## config.mk

```make
export PLATFORM = sky130hd
export DESIGN_NAME = hd_run_scheduler
export DESIGN_NICKNAME = d
export VERILOG_FILES = /design/src/rtl/hd_run_scheduler.sv
export SDC_FILE = /design/constraint.sdc
export NUM_CORES = 1
export LEC_CHECK = 0
export CORE_MARGIN = 2
export CORE_UTILIZATION = 40
export DETAILED_ROUTE_END_ITERATION = 8
export HOLD_SLACK_MARGIN = 0.1
export PLACE_DENSITY_LB_ADDON = 0.08
export SLEW_MARGIN = 30
export SYNTH_ARGS = -nofsm -noshare
export SYNTH_HDL_FRONTEND = slang
export SYNTH_SLANG_ARGS = --single-unit
```

## constraint.sdc

```tcl
create_clock -name clk -period 4.3 [get_ports clk]
set_input_delay 1.29 -clock clk [delete_from_list [all_inputs] [get_ports clk]]
set_output_delay 1.29 -clock clk [all_outputs]
set_load 0.02 [all_outputs]
```

## src/rtl/hd_run_scheduler.sv

```systemverilog
// HD inference run sequencer: phased host-stream load, then encode and check handshakes.
// Optional watchdog on the ENCODE/CHECK waits is enabled by defining HD_SCHED_WATCHDOG_EN.
module hd_run_scheduler #(
    parameter int PROJ_WORDS  = 125,
    parameter int FEA_WORDS   = 128,
    parameter int CLA_WORDS   = 104000,
    parameter int CLASS_NUM   = 26,
    parameter int CNT_WIDTH   = 17,
    parameter int TIMEOUT_CYC = 65535
) (
    input  logic                 clk,
    input  logic                 reset,
    input  logic                 start,
    input  logic                 abort,
    input  logic                 host_valid,
    output logic                 host_ready,
    output logic                 proj_we,
    output logic                 fea_we,
    output logic                 cla_we,
    output logic                 coef_we,
    output logic                 run_encode,
    input  logic                 encode_done,
    output logic                 run_check,
    input  logic                 check_done,
    output logic [2:0]           phase,
    output logic [CNT_WIDTH-1:0] beat_cnt,
    output logic                 busy,
    output logic                 done,
    output logic                 error
);
    typedef enum logic [2:0] {
        IDLE = 3'd0, LD_PROJ = 3'd1, LD_FEA = 3'd2, LD_CLA = 3'd3,
        ENCODE = 3'd4, CHECK = 3'd5, FIN = 3'd6, ERR = 3'd7
    } state_t;

    localparam logic [CNT_WIDTH-1:0] PROJ_LAST = CNT_WIDTH'(PROJ_WORDS - 1);
    localparam logic [CNT_WIDTH-1:0] FEA_LAST  = CNT_WIDTH'(FEA_WORDS - 1);
    localparam logic [CNT_WIDTH-1:0] CLA_LAST  = CNT_WIDTH'(CLA_WORDS - 1);
    localparam logic [CNT_WIDTH-1:0] COEF_LIM  = CNT_WIDTH'(CLASS_NUM);

    state_t state, state_n;
    logic   accept;
    logic   wd_timeout;

    assign accept = host_valid & host_ready;

`ifdef HD_SCHED_WATCHDOG_EN
    localparam logic [CNT_WIDTH-1:0] WD_LAST = CNT_WIDTH'(TIMEOUT_CYC - 1);
    logic [CNT_WIDTH-1:0] wd_cnt;

    // Restarts on every state change, so each wait gets its own full budget.
    always_ff @(posedge clk or negedge reset) begin
        if (!reset)                                wd_cnt <= '0;
        else if (state_n != state)                 wd_cnt <= '0;
        else if (state == ENCODE || state == CHECK) wd_cnt <= wd_cnt + 1'b1;
    end

    assign wd_timeout = (wd_cnt == WD_LAST);
    assign error      = (state == ERR);
`else
    assign wd_timeout = 1'b0;
    assign error      = 1'b0;
`endif

    always_ff @(posedge clk or negedge reset) begin
        if (!reset) state <= IDLE;
        else        state <= state_n;
    end

    // Cleared on any phase change so each load phase counts from zero.
    always_ff @(posedge clk or negedge reset) begin
        if (!reset)                         beat_cnt <= '0;
        else if (abort || state_n != state) beat_cnt <= '0;
        else if (accept)                    beat_cnt <= beat_cnt + 1'b1;
    end

    always_comb begin
        state_n = state;
        case (state)
            IDLE:    if (start) state_n = LD_PROJ;
            LD_PROJ: if (accept && beat_cnt == PROJ_LAST) state_n = LD_FEA;
            LD_FEA:  if (accept && beat_cnt == FEA_LAST)  state_n = LD_CLA;
            LD_CLA:  if (accept && beat_cnt == CLA_LAST)  state_n = ENCODE;
            ENCODE:  if (encode_done) state_n = CHECK;
                     else if (wd_timeout) state_n = ERR;
            CHECK:   if (check_done) state_n = FIN;
                     else if (wd_timeout) state_n = ERR;
            FIN:     state_n = IDLE;
            ERR:     if (start) state_n = LD_PROJ;
            default: state_n = IDLE;
        endcase
        if (abort) state_n = IDLE;
    end

    always_comb begin
        host_ready = (state == LD_PROJ) || (state == LD_FEA) || (state == LD_CLA);
        proj_we    = accept && (state == LD_PROJ);
        fea_we     = accept && (state == LD_FEA);
        cla_we     = accept && (state == LD_CLA);
        coef_we    = accept && (state == LD_CLA) && (beat_cnt < COEF_LIM);
        run_encode = (state == ENCODE);
        run_check  = (state == CHECK);
        done       = (state == FIN);
        busy       = (state != IDLE);
        phase      = state;
    end
endmodule

```

==> reports/metrics.cfg, run 1 <==
[logic_synthesis]
yosys-top-cells-count=nor3_1, dfrtp_1, xnor2_1
yosysWarnings=0
synth_edf_count=0
synth_area_per_cell_um2=8.88
synthTopCellsByArea=dfrtp_1, nor3_1, xnor2_1, nand4_1, nand2_1
syn_inst=153
syn_nets=162
yosysTopAreaCell=dfrtp_1
ys_async_sr_fraction_pct=100
syn_area_um2=1360
ys_types=43
synth_flop_cell=dfrtp_1
yosysMostFrequentCell=nor3_1
synth-seq-cells=20
seq_area_frac_synth_pct=36.8
yosysTopAreaCellShare_pct=36.8

[final_layout]
fin_area_um2=1790
multiInputGateArea_um2=792
ff_latch_area_um2=500
drive_above_1_share_pct=9.09
syn2layout_area_growth_pct=31.7
finalNetCount=197
final_cells=233
insertedDiodeCount=0
nFillCells=329

[clock_network]
cts_tree=yes
cts.clk_slew.worst_paths_ps=120
postCtsResizedCells=0
clk_latency_ps=300
cts_post_setup_buffers_inserted=0
hold_buffers=0
cts-root-buf=clkbuf_4
h-tree-depth=1
numCtsBuffers=3
cts.sinks=20
clk_path_buf_depth=2

[power]
seqPwrFrac_pct=43.0
ir_drop_mv=0.141
p_int_uw=336
combPwrFrac_pct=24.4
power_density_nw_per_um2=266
p_sw_share_pct=29.5
clockPowerShare_pct=32.6
p_sw_uw=141
power_uw=476
total_leakage_power_nw=0.657

[drt]
first_iter_violations=127
post_drt_wl_per_cell_um=15.0
vias=1270
ant_nets=0
dr.pass1.iters=4
route.detailed.drc=0
via_per_inst=5.45
wl_um=3500

[min_path]
holdCritPathClass=reg -> reg
min_delay_path_depth=2

[floorplanning]
die_y_um=62.3
dieArea_um2=3880
coreArea_um2=3310
start_util_pct=41.0
die_w_um=62.3
rows=21
ios=37

[placed_design]
dp_slack_ps=126
place_inst=229
io_buffers=35
place_area_um2=1740
dp.final_hpwl_um=2500
routabilityCongestion=0.894

[worst_setup_path]
regToRegStartpoint=beat_cnt[8]
r2r_cells=6
crit_type=in -> out
cp-start-kind=input pin
crit_arrival_ps=2940
crit_end=fea_we
cp-startpoint=host_valid
cp-end-kind=output pin
reg2reg_slack_ps=2090
crit_fanout=4
reg2reg_to=beat_cnt[16]
cp.required_ps=3010

[grt]
overflow=0
grt_pass1_wl_um=6000
antenna_found_initial=0
first_global_vias=1243
globalRouteTotalUtil_pct=18.7
grt_max_degree=21

[timing]
clock_skew_ps=3.96
period_needed_ps=4230
rsz0062_at_grt=false
fmax_mhz=236
fin_setup_tns_ps=0
finalCritPeriodShare_pct=98.4
setup_viol=0
hold_viol=0
setup_ws_ps=67.4
maxSlewViolCount=0

[status]
status=completed

[run]
maxCapViolations=0

[power by group through the flow]
stage / sequential, mW / combinational [mW] / clock [mW]
after floorplan: 0.207 / 0.0697 / 0
after global placement: 0.208 / 0.115 / 0
after detailed placement: 0.208 / 0.116 / 0
after CTS: 0.204 / 0.117 / 0.160
after global routing: 0.206 / 0.124 / 0.166
final: 0.205 / 0.116 / 0.155
[worst max-delay path, stage by stage]
cell and delay [ps]:
clkdlybuf4s50_1 500, nor4bb_1 430, clkdlybuf4s50_1 720
[worst min-delay path by stage]
| stage | endpoint | from | slack (ps) |
|---|---|---|---|
| global placement | beat_cnt[11] | beat_cnt[11] | 580 |
| CTS | beat_cnt[11] | beat_cnt[11] | 620 |
| floorplan | beat_cnt[11] | beat_cnt[11] | 690 |
| finish | beat_cnt[11] | beat_cnt[11] | 620 |
| detailed placement | beat_cnt[11] | beat_cnt[11] | 590 |
| global route | beat_cnt[14] | beat_cnt[14] | 650 |
[registers in the layout (all words and copies together) (netlist names)]
name      cells
beat_cnt     17
phase         3
[layer usage]
metal,part of all wire [%],track usage (%),up-vias,routed length [um]
li1,-,-,619,-
met1,51,27.8,618,1800
met3,3.4,2.54,4,120
met4,1.1,5.56,0,40
met5,0,0,-,0
met2,44,28.4,29,1540
[stage by stage]
stage,utilization (%),hold slack (ps)
after floorplan,-,692
after global placement,52.6,584
after detailed placement,52.6,595
after CTS,54.2,620
after global routing,54.0,654
final,54.0,624
[layout make-up]
cell class	instances	area share, %
multi-input cells	119	44.3
flip-flops and latches	20	28.0
repair buffers	37	20.1
well taps	46	3.22
clock inverters	1	1.68
inverters	7	1.47
clock buffers	3	1.26
[cells by family (layout without fill, tap and decap cells)]
logic type / count (synthesis) / after routing / synth area share [%]
buffers and inverters: 14 / 48 / 4.88
AND/OR/NAND/NOR: 85 / 85 / 35.5
other: 1 / 1 / 0.276
AO/OA/AOI/OAI: 15 / 15 / 10.3
XOR/XNOR: 16 / 16 / 10.3
flip-flops: 20 / 20 / 36.8
adder cells (fa/ha/maj): 2 / 2 / 1.84
[placed cells by master (no fill, tap or decap), types with 3 or more instances in the layout]
master,n
nand4_1,8
nor2_1,9
and2_1,4
inv_1,7
a21oi_1,3
clkdlybuf4s50_1,34
nand3_1,7
dfrtp_1,20
clkbuf_4,3
nor3b_1,4
xor2_1,3
nor3_1,24
o21ai_0,3
nand2_1,11
xnor2_1,13
Note: power is estimated with default switching activity, not from simulation.
==> run 2, diff against run 1 <==
--- a/config.mk
+++ b/config.mk
@@ -10,7 +10,6 @@
 export DETAILED_ROUTE_END_ITERATION = 8
 export HOLD_SLACK_MARGIN = 0.1
 export PLACE_DENSITY_LB_ADDON = 0.08
-export SLEW_MARGIN = 30
 export SYNTH_ARGS = -nofsm -noshare
 export SYNTH_HDL_FRONTEND = slang
 export SYNTH_SLANG_ARGS = --single-unit
==> reports/metrics.cfg, run 2 (synthesized netlist as in run 1, its figures left out) <==
[power]
power_density_nw_per_um2=266
ir_drop_mv=0.141
total_leakage_power_nw=0.657

[grt]
first_global_vias=1243
overflow=0
grt_pass1_wl_um=6000
antenna_found_initial=0
globalRouteTotalUtil_pct=18.7
grt_max_degree=21

[timing]
maxSlewViolCount=0
clock_skew_ps=4.89
setup_viol=0
fmax_mhz=237
period_needed_ps=4230
max_slew_margin_pct=37.5
rsz0062_at_grt=false
hold_viol=0
tightest_slew_ps=934
fin_setup_tns_ps=0
finalCritPeriodShare_pct=98.3

[final_layout]
final_util_pct=54.2
mostFrequentLayoutCells=clkdlybuf4s50_1, nor3_1, dfrtp_1
largest_register=beat_cnt
final_cells=233
layout_commonest_cell=clkdlybuf4s50_1
finalNetCount=197
insertedDiodeCount=0
fin_area_um2=1790
nFillCells=329
ff_latch_area_um2=500
drive_above_1_share_pct=8.56
largest_register_ff_count=17
syn2layout_area_growth_pct=32.0
multiInputGateArea_um2=792

[worst_setup_path]
critPathBufInv=2
r2r_cells=6
crit_fanout=4
cp.required_ps=3010
cpLargestDelayFamily=buffers and inverters
cp-startpoint=host_valid
max_stage_delay_ps=720
reg2reg_to=beat_cnt[16]
crit_type=in -> out
cp_num_cells=3
cp_cell_sequence=clkdlybuf4s50_1 > nor4bb_1 > clkdlybuf4s50_1
cp-start-kind=input pin
cpMostUsedCell=clkdlybuf4s50_1
crit_arrival_ps=2940
cp-end-kind=output pin
regToRegStartpoint=beat_cnt[8]
slowest_stage=clkdlybuf4s50_1
crit_end=fea_we
reg2reg_slack_ps=2080

[run]
maxCapViolations=0

[drt]
vias=1275
route.detailed.drc=0
via_per_inst=5.47
wl_um=3520
post_drt_wl_per_cell_um=15.1
first_iter_violations=128
ant_nets=0
dr.pass1.iters=4

[placed_design]
place_inst=229
dp.final_hpwl_um=2500
place_area_um2=1740
io_buffers=35
routabilityCongestion=0.894

[floorplanning]
coreArea_um2=3310
start_util_pct=41.0
rows=21
dieArea_um2=3880
ios=37
die_w_um=62.3
die_y_um=62.3

[clock_network]
cts_post_setup_buffers_inserted=0
clk_path_buf_depth=2
cts.sinks=20
h-tree-depth=1
numCtsBuffers=3
clk_latency_ps=300
postCtsResizedCells=0
cts_tree=yes
cts-root-buf=clkbuf_4
cts.clk_slew.worst_paths_ps=120
hold_buffers=0

[min_path]
holdCritPathClass=reg -> reg

[status]
status=completed

## run 2: stage by stage
stage               total power, mW  setup WS (ps)  hold slack (ps)
finish                        0.477           71.9              621
global route                  0.496           51.4              654
CTS                           0.481           80.9              620
detailed placement            0.324            126              595
global placement              0.323            219              584
floorplan                     0.277            941              692
## run 2: tightest hold or removal path, cell delays in order, from the launching register on
cell	delay, ps
dfrtp_1	420
xnor2_1	140
nor3_1	40
## run 2: worst min-delay path by stage
| stage | from | endpoint | slack, ps | cells after the start |
|---|---|---|---|---|
| floorplan | beat_cnt[11] | beat_cnt[11] | 690 | 2 |
| global placement | beat_cnt[11] | beat_cnt[11] | 580 | 2 |
| detailed placement | beat_cnt[11] | beat_cnt[11] | 590 | 2 |
| CTS | beat_cnt[11] | beat_cnt[11] | 620 | 2 |
| global route | beat_cnt[14] | beat_cnt[14] | 650 | 2 |
| finish | beat_cnt[11] | beat_cnt[11] | 620 | 2 |
## run 2: layout make-up
class,instances,share of cell area [%]
multi-input cells,119,44.1
flip-flops and latches,20,27.9
repair buffers,37,20.4
well taps,46,3.21
clock inverters,1,1.67
inverters,7,1.46
clock buffers,3,1.26
## run 2: per-layer routing
layer	vias to the layer above	track usage, %	wire length, um
li1	617	-	-
met5	-	0	0
met3	4	2.54	132
met4	0	5.56	40
met1	621	27.8	1760
met2	33	28.4	1590
## run 2: power breakdown
part | internal [mW] | leakage [nW] | switching, mW | total, mW
Clock | 0.0941 | 0.0279 | 0.0616 | 0.156
Combinational | 0.0498 | 0.352 | 0.0666 | 0.116
Sequential | 0.192 | 0.278 | 0.0125 | 0.205
